File: config.mk
export PLATFORM = sky130hd
export DESIGN_NAME = baud_tick_gen
export DESIGN_NICKNAME = d
export VERILOG_FILES = /design/src/rtl/baud_tick_gen.sv
export SDC_FILE = /design/constraint.sdc
export NUM_CORES = 1
export LEC_CHECK = 0
export ABC_AREA = 0
export BUFFER_PORTS_ARGS = -buffer_cell sky130_fd_sc_hd__buf_2
export CAP_MARGIN = 15
export CORE_MARGIN = 2
export CORE_UTILIZATION = 55
export DETAILED_ROUTE_END_ITERATION = 6
export HOLD_SLACK_MARGIN = 0.03
export PLACE_DENSITY = 0.75
export SETUP_SLACK_MARGIN = 0.5
export SYNTH_ARGS = -nofsm -noshare
export SYNTH_HDL_FRONTEND = slang
export SYNTH_SLANG_ARGS = --single-unit
File: constraint.sdc
create_clock -name clk_in -period 3.9 [get_ports clk_in]
set_input_delay 0.78 -clock clk_in [delete_from_list [all_inputs] [get_ports clk_in]]
set_output_delay 0.78 -clock clk_in [all_outputs]
set_load 0.01 [all_outputs]
File: src/rtl/baud_tick_gen.sv
// Programmable baud generator: os_tick every div_cur clocks, baud_tick every OVERSAMPLE os_ticks, square clk_out.
// Outputs are registered and change one edge after the count that causes them; no backpressure, ticks are clock enables.
module baud_tick_gen #(
  parameter int CNT_W       = 16,
  parameter int DEFAULT_DIV = 651,
  parameter int OVERSAMPLE  = 16
) (
  input  logic                          clk_in,
  input  logic                          rst_n,
  input  logic                          en,
  input  logic [CNT_W-1:0]              div_in,
  input  logic                          div_wr,
  output logic                          os_tick,
  output logic                          baud_tick,
  output logic                          clk_out,
  output logic [$clog2(OVERSAMPLE)-1:0] os_phase,
  output logic                          div_busy,
  output logic                          div_err
);

  localparam int PH_W = $clog2(OVERSAMPLE);

  localparam logic [CNT_W-1:0] DIV_RST  = CNT_W'(DEFAULT_DIV);
  localparam logic [CNT_W-1:0] DIV_MIN  = CNT_W'(2);
  localparam logic [CNT_W-1:0] CNT_ONE  = CNT_W'(1);
  localparam logic [PH_W-1:0]  PH_LAST  = PH_W'(OVERSAMPLE - 1);
  localparam logic [PH_W-1:0]  PH_ONE   = PH_W'(1);

  if (DEFAULT_DIV < 2 || longint'(DEFAULT_DIV) >= (longint'(1) << CNT_W)) begin : g_bad_div
    $error("baud_tick_gen: DEFAULT_DIV out of range");
  end
  if (OVERSAMPLE < 2) begin : g_bad_os
    $error("baud_tick_gen: OVERSAMPLE must be at least 2");
  end

  logic [CNT_W-1:0] cnt;
  logic [CNT_W-1:0] div_cur;
  logic [CNT_W-1:0] div_pend;
  logic [CNT_W-1:0] div_eff;
  logic             div_illegal;
  logic             at_term;

  always_comb begin
    div_illegal = (div_in < DIV_MIN);
    div_eff     = div_illegal ? DIV_MIN : div_in;
    at_term     = (cnt == div_cur - CNT_ONE);
  end

  // div_pend mirrors div_cur whenever div_busy is low, so applying it is always safe.
  always_ff @(posedge clk_in) begin
    if (!rst_n) begin
      cnt       <= '0;
      os_phase  <= '0;
      div_cur   <= DIV_RST;
      div_pend  <= DIV_RST;
      os_tick   <= 1'b0;
      baud_tick <= 1'b0;
      clk_out   <= 1'b0;
      div_busy  <= 1'b0;
      div_err   <= 1'b0;
    end else begin
      if (div_wr) begin
        div_err <= div_illegal;
      end
      if (!en) begin
        cnt       <= '0;
        os_phase  <= '0;
        os_tick   <= 1'b0;
        baud_tick <= 1'b0;
        clk_out   <= 1'b0;
        div_busy  <= 1'b0;
        if (div_wr) begin
          div_cur  <= div_eff;
          div_pend <= div_eff;
        end else begin
          div_cur  <= div_pend;
        end
      end else begin
        clk_out <= (cnt < (div_cur >> 1));
        if (at_term) begin
          cnt       <= '0;
          os_tick   <= 1'b1;
          baud_tick <= (os_phase == PH_LAST);
          os_phase  <= (os_phase == PH_LAST) ? '0 : os_phase + PH_ONE;
          div_busy  <= 1'b0;
          // A write landing on the boundary edge takes effect for the very next period.
          if (div_wr) begin
            div_cur  <= div_eff;
            div_pend <= div_eff;
          end else begin
            div_cur  <= div_pend;
          end
        end else begin
          cnt       <= cnt + CNT_ONE;
          os_tick   <= 1'b0;
          baud_tick <= 1'b0;
          if (div_wr) begin
            div_pend <= div_eff;
            div_busy <= 1'b1;
          end
        end
      end
    end
  end

endmodule
# == Yosys cells after proc, flatten, opt, wreduce, memory -nomap -nowiden ==
# Index checks and enable logic that the tools add are counted.
# op_classes
div,0
shift,0
n_lt_le_gt_ge,2
reduce_logical,3
addsub,3
mux,6
mul,0
n_eq_ne,3
n_bitwise,2
# op_table
op,count
2-to-1 mux 16 bit,4
"adder 16 x 1 -> 16 bit, second input constant",1
equality test 16 bit,1
less-than comparator 16 x 15 -> 1 bit,1
"less-than comparator 16 x 2 -> 1 bit, second input constant",1
"subtractor 16 x 1 -> 16 bit, second input constant",1
"adder 4 x 1 -> 4 bit, second input constant",1
"equality test 4 bit, second input constant",1
2-to-1 mux 4 bit,1
AND reduction 3 bit,1
OR reduction 3 bit,1
"inequality test 2 x 1 -> 1 bit, second input constant",1
NOT 1 bit,2
AND reduction 2 bit,1
2-to-1 mux 1 bit,1
# totals
ramBits,0
n_memories,0
latchBits,0
elab_cells,28
input_bits,20
output_inout_bits,9
romBits,0
ff_bits,57

# == Depth between registers and ports, before layout ==
# Gate-level depths: netlist (run 1).
# depth
word_depth,5
mapped_depth,13
mapped_depth_nobuf,9

# == Worst setup path before layout (run 1) ==
# No wires, ideal clock.
# synth_timing
kind,reg2reg
from,register div_cur[0]
to,register os_phase[3]
t_required_ns,3.830
stages_incl_launch_ff,12
t_arrival_ns,2.904
setup_slack_ns,0.926
synth_period_minus_slack_ns,2.974
setup_time_ns,0.070
path_cell_list,dfxtp_1 -> inv_1 -> ha_1 -> or3b_1 -> clkbuf_1 -> or4_1 -> a21oi_1 -> nand4_1 -> or4_1 -> buf_2 -> or4_1 -> a21oi_1
# synth_between
elab_chain_cells,2
# synth_rtl
element,line_no,rtl
start: declaration,37,logic [CNT_W-1:0] div_cur;
start signal: assignment,73,div_cur <= div_eff;
start signal: assignment,76,div_cur <= div_pend;
start signal: assignment,88,div_cur <= div_eff;
subtractor 16 x 1 -> 16 bit,46,at_term = (cnt == div_cur - CNT_ONE);
equality test 16 bit,46,
end signal: assignment,84,os_phase <= (os_phase == PH_LAST) ? '0 : os_phase + PH_ONE;
end: declaration,16,"output logic [$clog2(OVERSAMPLE)-1:0] os_phase,"
# No other way between the ends.
# A chain may end at the register's enable or synchronous reset.

# == Final worst setup path (run 1) ==
# layout_timing
from,register div_cur[0]
to,register cnt[9]
# layout_between
elab_chain_cells,3
# layout_rtl
element,line_no,rtl
subtractor 16 x 1 -> 16 bit,46,
equality test 16 bit,46,
OR reduction 3 bit (no source line),-,
end signal: assignment,94,cnt <= cnt + CNT_ONE;
end: declaration,36,logic [CNT_W-1:0] cnt;
# No other way between the ends.

==> results of run 1 <==
[tightest hold or removal path: stages (launching register included)]
cell	delay (ns)
dfxtp_1	0.31
nor2_1	0.08
nor2_1	0.04
[through the flow]
step	power, mW	hold WS, ns	instance area (sq um)
2_1_floorplan	0.755	0.438	3030
3_3_place_gp	0.790	0.457	3200
3_5_place_dp	0.794	0.462	3200
4_1_cts	1.35	0.477	3400
5_1_grt	1.40	0.514	3400
6_report	1.34	0.476	3400
[per-layer routing]
metal  global-route usage, %  wire [microns]  vias up
li1                        -               -     1267
met1                    31.9            3160     1183
met4                    6.32              95        0
met2                    35.9            2840       66
met3                    5.17             255       12
met5                       0               0        -
[where the power goes]
group	switching [mW]	leakage, nW	internal, mW
registers	0.0265	0.468	0.608
logic	0.0806	0.890	0.0681
clock network	0.245	0.0953	0.310
[timing repair]
| item | in CTS | in global routing |
|---|---|---|
| setup endpoints to repair | 0 | 5 |
| buffers inserted | 0 | 0 |
| resized for setup | 0 | 1 |
[logic make-up after synthesis]
family                   after synthesis  share of synthesized area (%)
buffers and inverters                 34                           4.96
adder cells (fa/ha/maj)               17                           7.03
AO/OA/AOI/OAI                         60                           15.0
XOR/XNOR                              31                           8.97
flip-flops                            57                           37.7
multiplexers                          18                           5.99
AND/OR/NAND/NOR                      118                           20.3
[worst paths after layout]
kind                                  from        to  slack (ns)  cells past startpoint
worst min-delay path              div_busy  div_busy        0.48                      2
worst max register to register  div_cur[0]    cnt[9]        0.75                     10
worst max-delay path            div_cur[0]    cnt[9]        0.75                     10
worst min register to register    div_busy  div_busy        0.48                      2
[area by class of cell]
| class | instances | area, sq um |
|---|---|---|
| sequential | 57 | 1140 |
| tap | 72 | 90.1 |
| fill | 474 | 2010 |
| clock inverter | 5 | 55.1 |
| clock buffer | 11 | 141 |
| timing repair buffer | 31 | 163 |
| inverter | 19 | 71.3 |
| multi-input combinational | 244 | 1740 |
[registers in the layout, summed over array words and instances, names as in the netlist]
signal and cells:
clk_out 1, div_err 1, div_pend 16, div_cur 16, cnt 16, div_busy 1, baud_tick 1, os_tick 1
os_phase 4
[cell usage in the layout, fill, tap and decap left out, types with 7 or more instances in the layout]
| cell type | Yosys | final |
|---|---|---|
| inv_1 | 19 | 19 |
| ha_1 | 17 | 17 |
| xnor2_1 | 19 | 19 |
| a21oi_1 | 10 | 10 |
| dfxtp_1 | 57 | 57 |
| or4_1 | 7 | 7 |
| buf_2 | 6 | 28 |
| mux2i_1 | 17 | 17 |
| nor4_1 | 10 | 10 |
| clkbuf_8 | 0 | 10 |
| nand3_1 | 12 | 12 |
| nand2_1 | 18 | 18 |
| a2bb2oi_1 | 11 | 11 |
| nor2_1 | 36 | 36 |
| xor2_1 | 12 | 12 |
==> out/qor.yml, run 1 <==
status:
  status: "completed"
synth:
  synth_top_area_share_pct: 37.7
  synth_edf_count: 0
  synth_area_leaders: "dfxtp_1, ha_1, mux2i_1"
  yosysMostFrequentCell: "dfxtp_1"
  yosys_warnings: 0
  synth_top_cell_by_area: "dfxtp_1"
  seq_area_frac_synth_pct: 37.7
  syn_area_sq_mm: 0.00303
  synth_cell_type_count: 50
  synth-seq-cells: 57
  syn_nets: 372
  synthArstFlopShare_pct: 0
  synth_commonest_cells: "dfxtp_1, nor2_1, inv_1, xnor2_1, nand2_1"
  syn_area_per_cell_sq_um: 9.03
  ys.flop_type: "dfxtp_1"
  syn_inst: 335
placement:
  io_buffer_count: 28
  pre_cts_ws_ns: 0.695
  place_inst: 423
  dp_hpwl_microns: 4750
  place.gp.congestion: 0.806
global_route:
  grt_pass1_wl_microns: 11100
  antenna_found_initial: 0
  grt_start_max_net_pins: 20
  grt_overflow: 0
  grt_use_total_pct: 23.0
  grt_pass1_vias: 2359
floorplanning:
  die_area_sq_mm: 0.00611
  die_x_microns: 78.2
  ioPinCount: 29
  die_h_microns: 78.2
  core_sq_mm: 0.00541
  core.rowCount: 27
  start_util_pct: 56.0
final_layout:
  diodes: 0
  area_growth_pct: 12.3
  final_cells: 439
  drive_above_1_share_pct: 14.2
  post-route-util_pct: 62.9
  fin_nets: 399
sta:
  slew_viol_final: 0
  worst_pin_slew_ns: 0.754
  clock.fmax_ghz: 0.318
  hold_viol: 0
  setup-tns-final_ns: 0
  clock-skew-final_ns: 0.00630
  worst_slack_ns: 0.752
  finalSetupViolations: 0
  slew_headroom_pct: 49.3
  finalCritPeriodShare_pct: 80.7
  rsz0062_at_grt: "no"
  period_needed_ns: 3.15
clock_tree:
  cts_root_buffer: "clkbuf_8"
  clk_latency_ns: 0.34
  h-tree-depth: 3
  holdBufCountCts: 0
  cts_buffer_depth: 2
  cts_buffers: 9
  cts_tree: "done"
  clkTransAtPathRegs_ns: 0.07
  clkSinkCount: 57
critical_path:
  slowest_delay_ns: 0.53
  start_kind: "flop"
  critPathArrivalTime_ns: 3.38
  crit_slowest_cell: "or4_1"
  path_delay_family: "simple AND/OR/NAND/NOR gates"
  cpMostUsedCell: "or4_1"
  critPathCaptureType: "flop"
  criticalPathCategory: "flop to flop"
  path_buf_inv: 2
  required_ns: 4.13
  critPathMaxFanout: 15
  crit_chain: "inv_1 -> ha_1 -> or3b_1 -> or4_1 -> a21oi_1 -> nand4_1 -> or4_1 -> nand3_1 -> buf_4 -> nor2_1"
detailed_routing:
  drc: 0
  final_antenna_net_count: 0
  routed-via-count: 2528
  vias_per_cell: 5.76
  totalWireLength_microns: 6350
  wl_per_cell_microns: 14.5
  drtIter0Drc: 124
  drt_first_pass_iters: 4
worst_hold_path:
  min_path_type: "flop to flop"
power:
  power_leakage_nw: 1.45
  p_per_area_mw_per_mm2: 394
  ir_drop_mv: 0.261
job:
  drv_cap: 0
(Power assumes the default switching activity.)
==> run 2: changes to the inputs <==
clock period = 3.03 ns   (was 3.9 ns; I/O delays follow)
==> run 2 against run 1 <==
Final cell count grew 5.0%; clock-buffer cell count shrank 1; largest power group unchanged; critical path depth fell by 1; worst hold slack lost 0.0059 ns; clock skew rose by 0.0025 ns; via count grew 3.5%; critical path type unchanged; sequential share of layout area decreased by 2.4 points; die area did not move; largest cell class unchanged.
==> out/qor.yml, run 2 (synthesis results as in run 1) <==
clock_tree:
  clkTransAtPathRegs_ns: 0.06  # was 0.07 ns
  cts_buffer_depth: 2  # unchanged
  clk_latency_ns: 0.33  # was 0.34 ns
  cts_root_buffer: "clkbuf_8"  # unchanged
  clkSinkCount: 57  # unchanged
  h-tree-depth: 3  # unchanged
  cts_tree: "done"  # unchanged
  cts_buffers: 9  # unchanged
final_layout:
  n_fill_cell: 436  # was 474
  diodes: 0  # unchanged
  final_cell_mix: "dfxtp_1, nor2_1, buf_2"  # unchanged
  design_area_sq_mm: 0.00366  # was 0.00340 sq mm
  post-route-util_pct: 67.8  # was 62.9%
  layout_top_registers: "cnt: 16 flops, div_cur: 16 flops, div_pend: 16 flops"  # unchanged
  drive_above_1_share_pct: 23.7  # was 14.2%
  final_cells: 461  # was 439
  area_growth_pct: 21.0  # was 12.3%
  fin_nets: 422  # was 399
  final_common_cell: "dfxtp_1"  # unchanged
global_route:
  grt_use_total_pct: 24.8  # was 23.0%
  antenna_found_initial: 0  # unchanged
  grt_start_max_net_pins: 19  # was 20
  grt_pass1_wl_microns: 11900  # was 11,100 microns
  grt_overflow: 0  # unchanged
  grt_pass1_vias: 2612  # was 2,359
detailed_routing:
  totalWireLength_microns: 7120  # was 6350 microns
  drt_first_pass_iters: 4  # unchanged
  routed-via-count: 2616  # was 2,528
  drtIter0Drc: 137  # was 124
  drc: 0  # unchanged
  final_antenna_net_count: 0  # unchanged
  wl_per_cell_microns: 15.4  # was 14.5 microns
  vias_per_cell: 5.67  # was 5.76
worst_hold_path:
  holdPathEnd: "div_busy"  # unchanged
  hold_path_depth: 2  # unchanged
  min_path_type: "flop to flop"  # unchanged
  hp-start: "div_busy"  # unchanged
floorplanning:
  die_area_sq_mm: 0.00611  # unchanged
  core.rowCount: 27  # unchanged
  core_sq_mm: 0.00541  # unchanged
  ioPinCount: 29  # unchanged
  die_h_microns: 78.2  # unchanged
  die_x_microns: 78.2  # unchanged
  start_util_pct: 56.0  # unchanged
status:
  status: "completed"  # unchanged
sta:
  clock-skew-final_ns: 0.00882  # was 0.00630 ns
  finalSetupViolations: 0  # unchanged
  slew_headroom_pct: 63.8  # was 49.3%
  worst_pin_slew_ns: 0.537  # was 0.754 ns
  worst_slack_ns: 0.161  # was 0.752 ns
  finalCritPeriodShare_pct: 94.7  # was 80.7%
  setup-tns-final_ns: 0  # unchanged
  period_needed_ns: 2.87  # was 3.15 ns
  slew_viol_final: 0  # unchanged
  clock.fmax_ghz: 0.349  # was 0.318 GHz
  rsz0062_at_grt: "yes"  # was no
  hold_viol: 0  # unchanged
critical_path:
  start_kind: "flop"  # unchanged
  r2r_setup_slack_ns: 0.16  # was 0.75 ns
  critPathMaxFanout: 5  # was 15
  r2r_end: "os_phase[3]"  # was cnt[9]
  critPathCaptureType: "flop"  # unchanged
  reg2reg_from: "div_cur[0]"  # unchanged
  required_ns: 3.28  # was 4.13 ns
  criticalPathCategory: "flop to flop"  # unchanged
  rr_worst_depth: 9  # was 10
  critPathArrivalTime_ns: 3.12  # was 3.38 ns
placement:
  io_buffer_count: 28  # unchanged
  place_inst: 440  # was 423
  dp_hpwl_microns: 5130  # was 4750 microns
  place.gp.congestion: 0.840  # was 0.806
  pre_cts_ws_ns: 0.0227  # was 0.695 ns
  dpl-instance-area_sq_mm: 0.00335  # was 0.00320 sq mm
power:
  p_seq_share_pct: 46.5  # was 47.4%
  p_per_area_mw_per_mm2: 477  # was 394 mW/mm^2
  power_leakage_nw: 1.58  # was 1.45 nW
  combPwrFrac_pct: 13.7  # was 11.1%
  intPower_mw: 1.29  # was 987 uW
  ir_drop_mv: 0.349  # was 0.261 mV
  switchingPower_uw: 457  # was 352 uW
  p_clk_share_pct: 39.8  # was 41.5%
  power_switching_share_pct: 26.1  # was 26.3%
job:
  drv_cap: 0  # unchanged
-- run 2: changes by cell type in the layout (fill, tap and decap cells not counted), moves of 2 or more --
cell,before,now
inv_2,0,2
or4_4,0,4
or4_1,7,3
and2_4,0,2
inv_1,19,17
buf_6,0,4
nor4_1,10,8
dfxtp_2,0,2
dfxtp_1,57,55
buf_4,3,21
-- run 2: timing repair --
action                     in CTS  in global routing
gates cloned                    0                  1
hold buffers                    0                  0
setup buffers                   4                  1
gates resized for setup        13                  6
setup endpoints to repair      39                 39
pin swaps                      10                 11
-- run 2: worst max-delay path, cell delays in order, from the launching register on --
cell and delay (ns):
dfxtp_2 0.34, inv_2 0.06, ha_4 0.13, or3b_4 0.37, or4_4 0.50, a21oi_2 0.17
nand4_1 0.16, or4_4 0.49, or4_1 0.42, a21oi_1 0.16
-- run 2: routing by layer --
layer | global-route usage, % | wire, microns
met2 | 41.5 | 3420
met5 | 0 | 0
met1 | 30.8 | 3170
met4 | 11.9 | 140
met3 | 4.60 | 380
-- run 2: metrics by stage --
stage | hold WS [ns] | power [mW]
6_report | 0.470 | 1.75
5_1_grt | 0.483 | 1.82
4_1_cts | 0.476 | 1.75
3_5_place_dp | 0.459 | 1.05
3_3_place_gp | 0.457 | 1.04
2_1_floorplan | 0.438 | 0.979
-- run 2: area by class of cell --
class / instances / area [sq um] / area share [%]
sequential: 57 / 1140 / 31.2
timing repair buffer: 53 / 343 / 9.36
tap: 72 / 90.1 / 2.46
clock buffer: 10 / 138 / 3.76
multi-input combinational: 245 / 1820 / 49.7
clock inverter: 5 / 56.3 / 1.54
inverter: 19 / 71.3 / 1.95
-- run 2: worst max-delay path by stage --
stage / startpoint / end / slack, ns / cells past startpoint
floorplan: div_cur[1] / os_phase[3] / 0.11 / 11
global placement: div_cur[0] / div_cur[15] / 0.11 / 8
detailed placement: div_cur[0] / div_cur[13] / 0.02 / 8
CTS: div_cur[0] / os_phase[3] / 0.15 / 9
global route: div_cur[0] / os_phase[3] / 0.09 / 9
finish: div_cur[0] / os_phase[3] / 0.16 / 9
-- run 2: power groups by stage --
stage,sequential (mW),clock [mW],combinational (mW)
final,0.813,0.695,0.240
after global routing,0.816,0.744,0.263
after CTS,0.810,0.707,0.233
after detailed placement,0.826,0,0.223
after global placement,0.825,0,0.217
after floorplan,0.821,0,0.158
==> run 3: changes to the inputs <==
PLACE_DENSITY = unset   (was 0.75)
PLACE_DENSITY_LB_ADDON = 0.12   (was unset)
==> run 3 against run 2 <==
Die area did not move; global-route usage barely moved; flip-flop and latch count did not move; wire length rose by 2.9%; critical path depth rose by 2; via count rose by 0.69%; power rose by 11%; critical path type unchanged; worst setup slack improved by 0.048 ns; final cell count rose by 1.1%; first-iteration DRC count rose by 19%; critical endpoint is now cnt[9]; sequential power fell by 0.5%.
==> out/qor.yml, run 3 (synthesis results as in run 1) <==
global_route:
  grt_use_met1_pct: 30.3  # was 30.8%
  use_met3_pct: 7.93  # was 4.60%
  grt_start_max_net_pins: 19  # unchanged
  antenna_found_initial: 0  # unchanged
  grt_pass1_vias: 2486  # was 2,612
  use_met2_pct: 40.9  # was 41.5%
  grt_use_total_pct: 24.7  # was 24.8%
  grt_overflow: 0  # unchanged
  grt_pass1_wl_microns: 11700  # was 11,900 microns
  busiest_layer: "met2"  # unchanged
placement:
  place_inst: 443  # was 440
  dpl-instance-area_sq_mm: 0.00338  # was 0.00335 sq mm
  dp_hpwl_microns: 5110  # was 5130 microns
  io_buffer_count: 28  # unchanged
  place.gp.congestion: 0.939  # was 0.840
  pre_cts_ws_ns: 0.0101  # was 0.0227 ns
clock_tree:
  h-tree-depth: 3  # unchanged
  cts_root_buffer: "clkbuf_8"  # unchanged
  cts_buffer_depth: 2  # unchanged
  clk_latency_ns: 0.34  # was 0.33 ns
  clkTransAtPathRegs_ns: 0.07  # was 0.06 ns
  cts_buffers: 9  # unchanged
  holdBufCountCts: 0  # unchanged
  clkSinkCount: 57  # unchanged
  cts_tree: "done"  # unchanged
detailed_routing:
  final_antenna_net_count: 0  # unchanged
  wl_per_cell_microns: 15.7  # was 15.4 microns
  drt_first_pass_iters: 5  # was 4
  drtIter0Drc: 163  # was 137
  totalWireLength_microns: 7330  # was 7120 microns
  vias_per_cell: 5.65  # was 5.67
  routed-via-count: 2634  # was 2,616
  drc: 0  # unchanged
sta:
  slew_viol_final: 0  # unchanged
  hold_viol: 0  # unchanged
  whs_ns: 0.473  # was 0.470 ns
  worst_slack_ns: 0.209  # was 0.161 ns
  finalCritPeriodShare_pct: 93.1  # was 94.7%
  setup-tns-final_ns: 0  # unchanged
  clock-skew-final_ns: 0.00707  # was 0.00882 ns
  worst_pin_slew_ns: 0.647  # was 0.537 ns
  slew_headroom_pct: 56.8  # was 63.8%
  clock.fmax_ghz: 0.354  # was 0.349 GHz
  rsz0062_at_grt: "yes"  # unchanged
  finalSetupViolations: 0  # unchanged
  period_needed_ns: 2.82  # was 2.87 ns
final_layout:
  drive_above_1_share_pct: 27.2  # was 23.7%
  layout_top_registers: "cnt: 16 flops, div_cur: 16 flops, div_pend: 16 flops"  # unchanged
  final_cell_mix: "dfxtp_1, nor2_1, buf_2"  # unchanged
  final_common_cell: "dfxtp_1"  # unchanged
  diodes: 0  # unchanged
  post-route-util_pct: 70.9  # was 67.8%
  final_cells: 466  # was 461
  regArea_sq_mm: 0.00114  # about the same
  area_growth_pct: 26.7  # was 21.0%
  fin_nets: 426  # was 422
  design_area_sq_mm: 0.00383  # was 0.00366 sq mm
  n_fill_cell: 432  # was 436
  multi_input_area_sq_mm: 0.00187  # was 0.00182 sq mm
critical_path:
  required_ns: 3.27  # was 3.28 ns
  crit_chain: "inv_2 -> ha_4 -> or3b_4 -> or4_4 -> a21oi_2 -> nand4_1 -> or4_4 -> buf_6 -> nand3_4 -> clkbuf_16 -> nor2_1"  # was inv_2 -> ha_4 -> or3b_4 -> or4_4 -> a21oi_2 -> nand4_1 -> or4_4 -> or4_1 -> a21oi_1
  r2r_setup_slack_ns: 0.21  # was 0.16 ns
  critPathMaxFanout: 8  # was 5
  path_delay_family: "simple AND/OR/NAND/NOR gates"  # unchanged
  critPathArrivalTime_ns: 3.06  # was 3.12 ns
  slowest_delay_ns: 0.49  # was 0.50 ns
  critPathCaptureType: "flop"  # unchanged
  start_kind: "flop"  # unchanged
  cpMostUsedCell: "or4_4"  # unchanged
  criticalPathCategory: "flop to flop"  # unchanged
  path_buf_inv: 3  # was 1
  crit_slowest_cell: "or4_4"  # unchanged
floorplanning:
  start_util_pct: 56.0  # unchanged
  core.rowCount: 27  # unchanged
  ioPinCount: 29  # unchanged
  die_area_sq_mm: 0.00611  # unchanged
  core_sq_mm: 0.00541  # unchanged
  die_x_microns: 78.2  # unchanged
  die_h_microns: 78.2  # unchanged
power:
  ir_drop_mv: 0.492  # was 0.349 mV
  p_per_area_mw_per_mm2: 508  # was 477 mW/mm^2
  power_leakage_nw: 1.64  # was 1.58 nW
  power.total_mw: 1.95  # was 1.75 mW
job:
  drv_cap: 0  # unchanged
status:
  status: "completed"  # unchanged
worst_hold_path:
  min_path_type: "flop to flop"  # unchanged
-- run 3: repair_timing --
action	CTS	global route
endpoints found under the setup margin	39	39
pin swaps	7	14
resized for setup	7	24
buffers inserted	3	2
gates cloned	0	2
-- run 3: cell type report --
class	instances	area share [%]
tap	72	2.35
inverter	19	1.86
clock inverter	5	2.68
clock buffer	11	3.69
sequential	57	29.9
timing repair buffer	58	10.9
multi-input combinational	244	48.7
-- run 3: worst paths after layout --
kind,startpoint,cells after the start,end
hold reg to reg,div_busy,2,div_busy
hold / removal,div_busy,2,div_busy
setup / recovery,div_cur[0],11,cnt[9]
setup reg to reg,div_cur[0],11,cnt[9]
-- run 3: layer usage --
| layer | up-vias | routed length [microns] |
|---|---|---|
| met4 | 0 | 167 |
| met5 | - | 0 |
| met2 | 59 | 3650 |
| met1 | 1243 | 3200 |
| met3 | 14 | 307 |
| li1 | 1318 | - |
-- run 3: power breakdown --
part / total, mW / internal, mW / leakage [nW] / switching (mW)
clock network: 0.876 / 0.567 / 0.120 / 0.309
registers: 0.809 / 0.784 / 0.467 / 0.0251
logic: 0.262 / 0.125 / 1.05 / 0.137
-- run 3: tightest hold or removal path, delay by kind of cell, from the launching register on --
| kind | cells | cell delay [ns] |
|---|---|---|
| DFF | 1 | 0.33 |
| and+or+nand+nor | 2 | 0.11 |
